**config.mk**
```make
export PLATFORM = sky130hd
export DESIGN_NAME = c_bus_writeback
export DESIGN_NICKNAME = d
export VERILOG_FILES = /design/src/rtl/bus_pkg.sv /design/src/rtl/c_bus_writeback_pc_counter.sv /design/src/rtl/c_bus_writeback.sv
export SDC_FILE = /design/constraint.sdc
export NUM_CORES = 1
export LEC_CHECK = 0
export CAP_MARGIN = 0
export CELL_PAD_IN_SITES_DETAIL_PLACEMENT = 2
export CELL_PAD_IN_SITES_GLOBAL_PLACEMENT = 2
export CORE_UTILIZATION = 27
export CTS_BUF_LIST = sky130_fd_sc_hd__clkbuf_4
export DETAILED_ROUTE_END_ITERATION = 8
export PLACE_DENSITY = 0.85
export SETUP_SLACK_MARGIN = 0.1
export SYNTH_ARGS = -nofsm -noshare
export SYNTH_HDL_FRONTEND = slang
export SYNTH_SLANG_ARGS = --single-unit
```
**constraint.sdc**
```tcl
create_clock -name clk -period 1.4 [get_ports clk]
set_input_delay 0.14 -clock clk [delete_from_list [all_inputs] [get_ports clk]]
set_output_delay 0.14 -clock clk [all_outputs]
set_load 0.005 [all_outputs]
```
**src/rtl/bus_pkg.sv**
```systemverilog
`default_nettype none
// ============================================================================
// Module      : bus_pkg
// Description : Shared datapath width and register-select encodings for the
//               B-bus selector and the C-bus writeback block.
// Revision    : 1.0 - initial release
// ============================================================================
package bus_pkg;

    localparam int DATA_W = 16;

    localparam logic [2:0] SEL_NONE0 = 3'b000;
    localparam logic [2:0] SEL_GP    = 3'b001;
    localparam logic [2:0] SEL_PC    = 3'b010;
    localparam logic [2:0] SEL_GP2   = 3'b011;
    localparam logic [2:0] SEL_MDR   = 3'b100;
    localparam logic [2:0] SEL_MAR   = 3'b101;
    localparam logic [2:0] SEL_IR    = 3'b110;
    localparam logic [2:0] SEL_NONE7 = 3'b111;

endpackage
`default_nettype wire

```
**src/rtl/c_bus_writeback_pc_counter.sv**
```systemverilog
`default_nettype none
// ============================================================================
// Module      : c_bus_writeback_pc_counter
// Description : Program counter with load, wrapping increment and reset value.
// Revision    : 1.0 - initial release
// ============================================================================
module c_bus_writeback_pc_counter #(
    parameter int                DATA_W   = 16,
    parameter logic [DATA_W-1:0] RESET_PC = '0,
    parameter logic [DATA_W-1:0] PC_STEP  = DATA_W'(1)
) (
    input  logic              clk,
    input  logic              rst_n,
    input  logic              load_i,
    input  logic [DATA_W-1:0] load_val_i,
    input  logic              inc_i,
    output logic [DATA_W-1:0] pc_o
);

    logic [DATA_W-1:0] pc_q;
    logic [DATA_W-1:0] pc_d;

    // A load always beats an increment; the add wraps at the register width.
    always_comb begin
        pc_d = pc_q;
        if (load_i) begin
            pc_d = load_val_i;
        end else if (inc_i) begin
            pc_d = pc_q + PC_STEP;
        end
    end

    always_ff @(posedge clk) begin
        if (!rst_n) begin
            pc_q <= RESET_PC;
        end else begin
            pc_q <= pc_d;
        end
    end

    assign pc_o = pc_q;

endmodule
`default_nettype wire

```
**src/rtl/c_bus_writeback.sv**
```systemverilog
`default_nettype none
// ============================================================================
// Module      : c_bus_writeback
// Description : Captures the C bus into the selected datapath register and
//               owns PC increment, memory-to-MDR load and the Z flag.
// Revision    : 1.0 - initial release
// ============================================================================
module c_bus_writeback #(
    parameter int                DATA_W   = bus_pkg::DATA_W,
    parameter logic [DATA_W-1:0] RESET_PC = '0,
    parameter logic [DATA_W-1:0] PC_STEP  = DATA_W'(1)
) (
    input  logic              clk,
    input  logic              rst_n,
    input  logic [DATA_W-1:0] C_bus,
    input  logic [2:0]        C_sel,
    input  logic              pc_inc,
    input  logic [DATA_W-1:0] mem_data,
    input  logic              mem_valid,
    input  logic              z_en,
    output logic [DATA_W-1:0] PC,
    output logic [DATA_W-1:0] MDR,
    output logic [DATA_W-1:0] MAR,
    output logic [DATA_W-1:0] IR,
    output logic [DATA_W-1:0] GP,
    output logic [DATA_W-1:0] GP2,
    output logic              Z,
    output logic              wr_conflict
);

    import bus_pkg::*;

    logic [DATA_W-1:0] mdr_q;
    logic [DATA_W-1:0] mar_q;
    logic [DATA_W-1:0] ir_q;
    logic [DATA_W-1:0] gp_q;
    logic [DATA_W-1:0] gp2_q;
    logic              z_q;
    logic              conflict_q;

    logic w_wr_gp;
    logic w_wr_pc;
    logic w_wr_gp2;
    logic w_wr_mdr;
    logic w_wr_mar;
    logic w_wr_ir;
    logic w_conflict;

    // An unknown select matches no item and therefore writes nothing.
    always_comb begin
        w_wr_gp  = 1'b0;
        w_wr_pc  = 1'b0;
        w_wr_gp2 = 1'b0;
        w_wr_mdr = 1'b0;
        w_wr_mar = 1'b0;
        w_wr_ir  = 1'b0;
        case (C_sel)
            SEL_GP:               w_wr_gp  = 1'b1;
            SEL_PC:               w_wr_pc  = 1'b1;
            SEL_GP2:              w_wr_gp2 = 1'b1;
            SEL_MDR:              w_wr_mdr = 1'b1;
            SEL_MAR:              w_wr_mar = 1'b1;
            SEL_IR:               w_wr_ir  = 1'b1;
            SEL_NONE0, SEL_NONE7: ;
            default:              ;
        endcase
    end

    assign w_conflict = (w_wr_pc & pc_inc) | (w_wr_mdr & mem_valid);

    c_bus_writeback_pc_counter #(
        .DATA_W   (DATA_W),
        .RESET_PC (RESET_PC),
        .PC_STEP  (PC_STEP)
    ) u_pc_counter (
        .clk        (clk),
        .rst_n      (rst_n),
        .load_i     (w_wr_pc),
        .load_val_i (C_bus),
        .inc_i      (pc_inc),
        .pc_o       (PC)
    );

    always_ff @(posedge clk) begin
        if (!rst_n) begin
            mdr_q      <= '0;
            mar_q      <= '0;
            ir_q       <= '0;
            gp_q       <= '0;
            gp2_q      <= '0;
            z_q        <= 1'b0;
            conflict_q <= 1'b0;
        end else begin
            if (w_wr_gp)  gp_q  <= C_bus;
            if (w_wr_gp2) gp2_q <= C_bus;
            if (w_wr_mar) mar_q <= C_bus;
            if (w_wr_ir)  ir_q  <= C_bus;
            if (w_wr_mdr) begin
                mdr_q <= C_bus;
            end else if (mem_valid) begin
                mdr_q <= mem_data;
            end
            // Z follows the C bus even with no destination, for flag-only ops.
            if (z_en) z_q <= (C_bus == '0);
            if (w_conflict) conflict_q <= 1'b1;
        end
    end

    a_csel_known: assert property (@(posedge clk) disable iff (!rst_n) !$isunknown(C_sel));

    assign MDR         = mdr_q;
    assign MAR         = mar_q;
    assign IR          = ir_q;
    assign GP          = gp_q;
    assign GP2         = gp2_q;
    assign Z           = z_q;
    assign wr_conflict = conflict_q;

endmodule
`default_nettype wire

```
==> impl_metrics.csv <==
group,metric,value,unit
run_status,run_status,"completed",
final_layout,antennaDiodeCount,0,
sta,setup-violations-final,0,
final_layout,final_cell_mix,"nand2_1, dfxtp_2, dlygate4sd2_1, buf_4, a21boi_0",
synth,postSynthNetCount,509,
final_layout,total_of_fill_cells_in_the_finished_design,1670,
setup_path,timing.reg2reg.setup_slack,0.03,ns
setup_path,endpoint_kind,"flop",
global_route,vias_in_the_first_global_route,4620,
cts,numCtsBuffers,9,
setup_path,criticalPathCategory,"flop to flop",
place,gpl.final_weighted_congestion,0.800,
cts,cts_hold_buf,0,
synth,synth.cell_area,4150,µm²
routing,dr_total_vias,4182,
synth,synth_edf_count,0,
final_layout,register_area,2080,µm²
setup_path,r2r_start,"u_pc_counter.pc_o[2]",
routing,drt-vias-per-instance,4.94,
setup_path,critical_path.startpoint,"u_pc_counter.pc_o[2]",
global_route,first_pass_grt_wire_length,26000,µm
synth,ys_async_sr_fraction,0,
setup_path,worst_ep_required_time,1.76,ns
cts,clkSinkCount,98,
cts,clk-insertion-delay-late,0.46,ns
floorplanning,floorplan.die.width,126,µm
global_route,grt_usage,0.217,
global_route,grt_antenna_before_repair,0,
power,cellPowerDensity,835,nW/µm²
cts,clock-root-buffer,"clkbuf_4",
synth,ys_seq_elements,98,
synth,postSynthCellCount,468,
routing,ant_nets,0,
place,place.port_buffers,137,
cts,cts_htree_levels,3,
routing,first_iter_violations,133,
floorplanning,overall_die_height,126,µm
sta,whs,0.148,ns
floorplanning,starting_utilization_of_the_core_area,0.281,
place,hpwl,11900,µm
floorplanning,coreArea,14800,µm²
sta,finClkSkew,0.00720,ns
sta,rsz_0062_raised_after_global_routing,"true",
floorplanning,rows,44,
routing,routed_wl,17400,µm
sta,finalCritPeriodShare,0.979,
routing,drc_errors,0,
flow_run,max-cap-violations,0,
final_layout,post_route_cells_drive_above_1_share,0.321,
sta,timing_hold_violations_final,0,
synth,synth_flop_cell,"dfxtp_1",
global_route,global_route.overflow_total,0,
power,leakagePower,0.00307,µW
floorplanning,ioPinCount,138,
final_layout,nNetsFinal,699,
synth,ys.warnings.count,0,
sta,worst_pin_slew,0.486,ns
final_layout,area.growth.synth_to_final,55.4,%
setup_path,critPathMaxFanout,5,
floorplanning,area_of_the_die,15900,µm²
hold_path,worst_min_path_class,"input pin to flop",
sta,final_period_minus_worst_setup_slack,1.37,ns
sta,timing.max_slew.rel_slack,0.676,
cts,cts_buffer_depth,2,
cts,cts_tree,"done",
synth,avgSynthCellArea,8.87,µm²
power,finalPower,5390,µW
synth,post_synth_num_cell_types,35,
routing,drt-wirelength-per-cell,20.6,µm
cts,clk_pin_slew,0.15,ns
final_layout,final_core_utilization,0.437,
final_layout,area_of_the_multi_input_gates,2060,µm²
synth,synth.yosys.seq_area_share,0.473,
hold_path,hold_start,"rst_n",
power,vdd_ir_drop_max,0.301,mV
setup_path,cp-start-kind,"flop",
sta,fmax,729,MHz
routing,drt_first_pass_iters,4,
sta,timing_max_transition_violations_final,0,
setup_path,arrival,1.73,ns
global_route,grt_start_max_net_pins,60,
final_layout,layout.cells.most_common,"nand2_1",
-- worst paths after layout --
| path | to | cells after the start |
|---|---|---|
| setup / recovery | u_pc_counter.pc_o[9] | 6 |
| hold / removal | u_pc_counter.pc_o[3] | 2 |
| setup reg to reg | u_pc_counter.pc_o[9] | 6 |
| hold reg to reg | IR[2] | 2 |
-- final cells by class --
class	count	area share
Inverter	2	0.00116
Timing Repair Buffer	218	0.305
Clock buffer	11	0.0128
Tap cell	184	0.0357
Clock inverter	5	0.00330
Multi-Input combinational cell	329	0.319
Sequential cell	98	0.323
-- metal layers --
layer,wire [µm],vias up,GRT usage,share of wire
met5,0,-,0,0
met4,386,0,0.0801,0.022
met3,839,23,0.0382,0.048
met2,9140,110,0.407,0.52
met1,7070,2090,0.244,0.41
li1,-,1959,-,-
-- synth_stat cells (2+ instances only) --
master | instances | share of area
dfxtp_1 | 98 | 0.47
nor4_1 | 4 | 0.0060
buf_6 | 5 | 0.014
o21ai_1 | 3 | 0.0036
nand3b_1 | 3 | 0.0054
clkbuf_1 | 14 | 0.013
xnor2_1 | 4 | 0.0084
nand3_1 | 3 | 0.0036
nand4_1 | 5 | 0.0075
o21ai_0 | 8 | 0.0096
a21oi_1 | 10 | 0.012
xor2_1 | 10 | 0.021
buf_4 | 2 | 0.0036
and4_1 | 4 | 0.0084
a21boi_1 | 6 | 0.011
inv_1 | 2 | 0.0018
mux2i_1 | 18 | 0.043
clkbuf_2 | 4 | 0.0048
o211a_1 | 21 | 0.051
or3b_1 | 3 | 0.0063
a21boi_0 | 58 | 0.10
and3b_1 | 3 | 0.0063
and3_1 | 5 | 0.0075
buf_2 | 14 | 0.017
nand2_1 | 151 | 0.14
-- cell families after synthesis --
family | synth area share
buffers and inverters | 0.0533
multiplexers | 0.0434
AO/OA/AOI/OAI | 0.200
XOR/XNOR | 0.0295
adder cells (fa/ha/maj) | 0.00301
flip-flops | 0.473
AND/OR/NAND/NOR | 0.199
-- where the power goes --
group | internal, µW | switching (µW)
Sequential | 2930 | 75.9
Clock | 385 | 952
Combinational | 545 | 494
Total | 3860 | 1520
-- stage by stage --
stage / worst slack [ns] / cells / instance area (µm²) / TNS (ns)
2_1_floorplan: 0.109 / 468 / 4150 / 0
3_3_place_gp: -0.332 / 800 / 6020 / -9.30
3_5_place_dp: -0.367 / 800 / 6020 / -13.42
4_1_cts: 0.0165 / 840 / 6330 / 0
5_1_grt: -0.0348 / 847 / 6450 / -0.0843
6_report: 0.0289 / 847 / 6450 / 0
-- worst max-delay path, stage by stage, from the launching register on --
cell,delay (ns)
dfxtp_2,0.37
buf_6,0.11
and4_4,0.23
buf_6,0.14
nand4_1,0.11
xor2_1,0.21
a21oi_1,0.10
-- timing repair --
item	4_1_cts	5_1_grt
setup buffers	24	7
resized for setup	219	24
setup endpoints to repair	108	19
pin swaps	8	18
-- sequential cells by signal, indices dropped and copies added (netlist names) --
name,flops
GP2,16
Z,1
MAR,16
u_pc_counter.pc_o,16
wr_conflict,1
MDR,16
IR,16
GP,16
No activity file was read; power rests on OpenSTA's default activity.
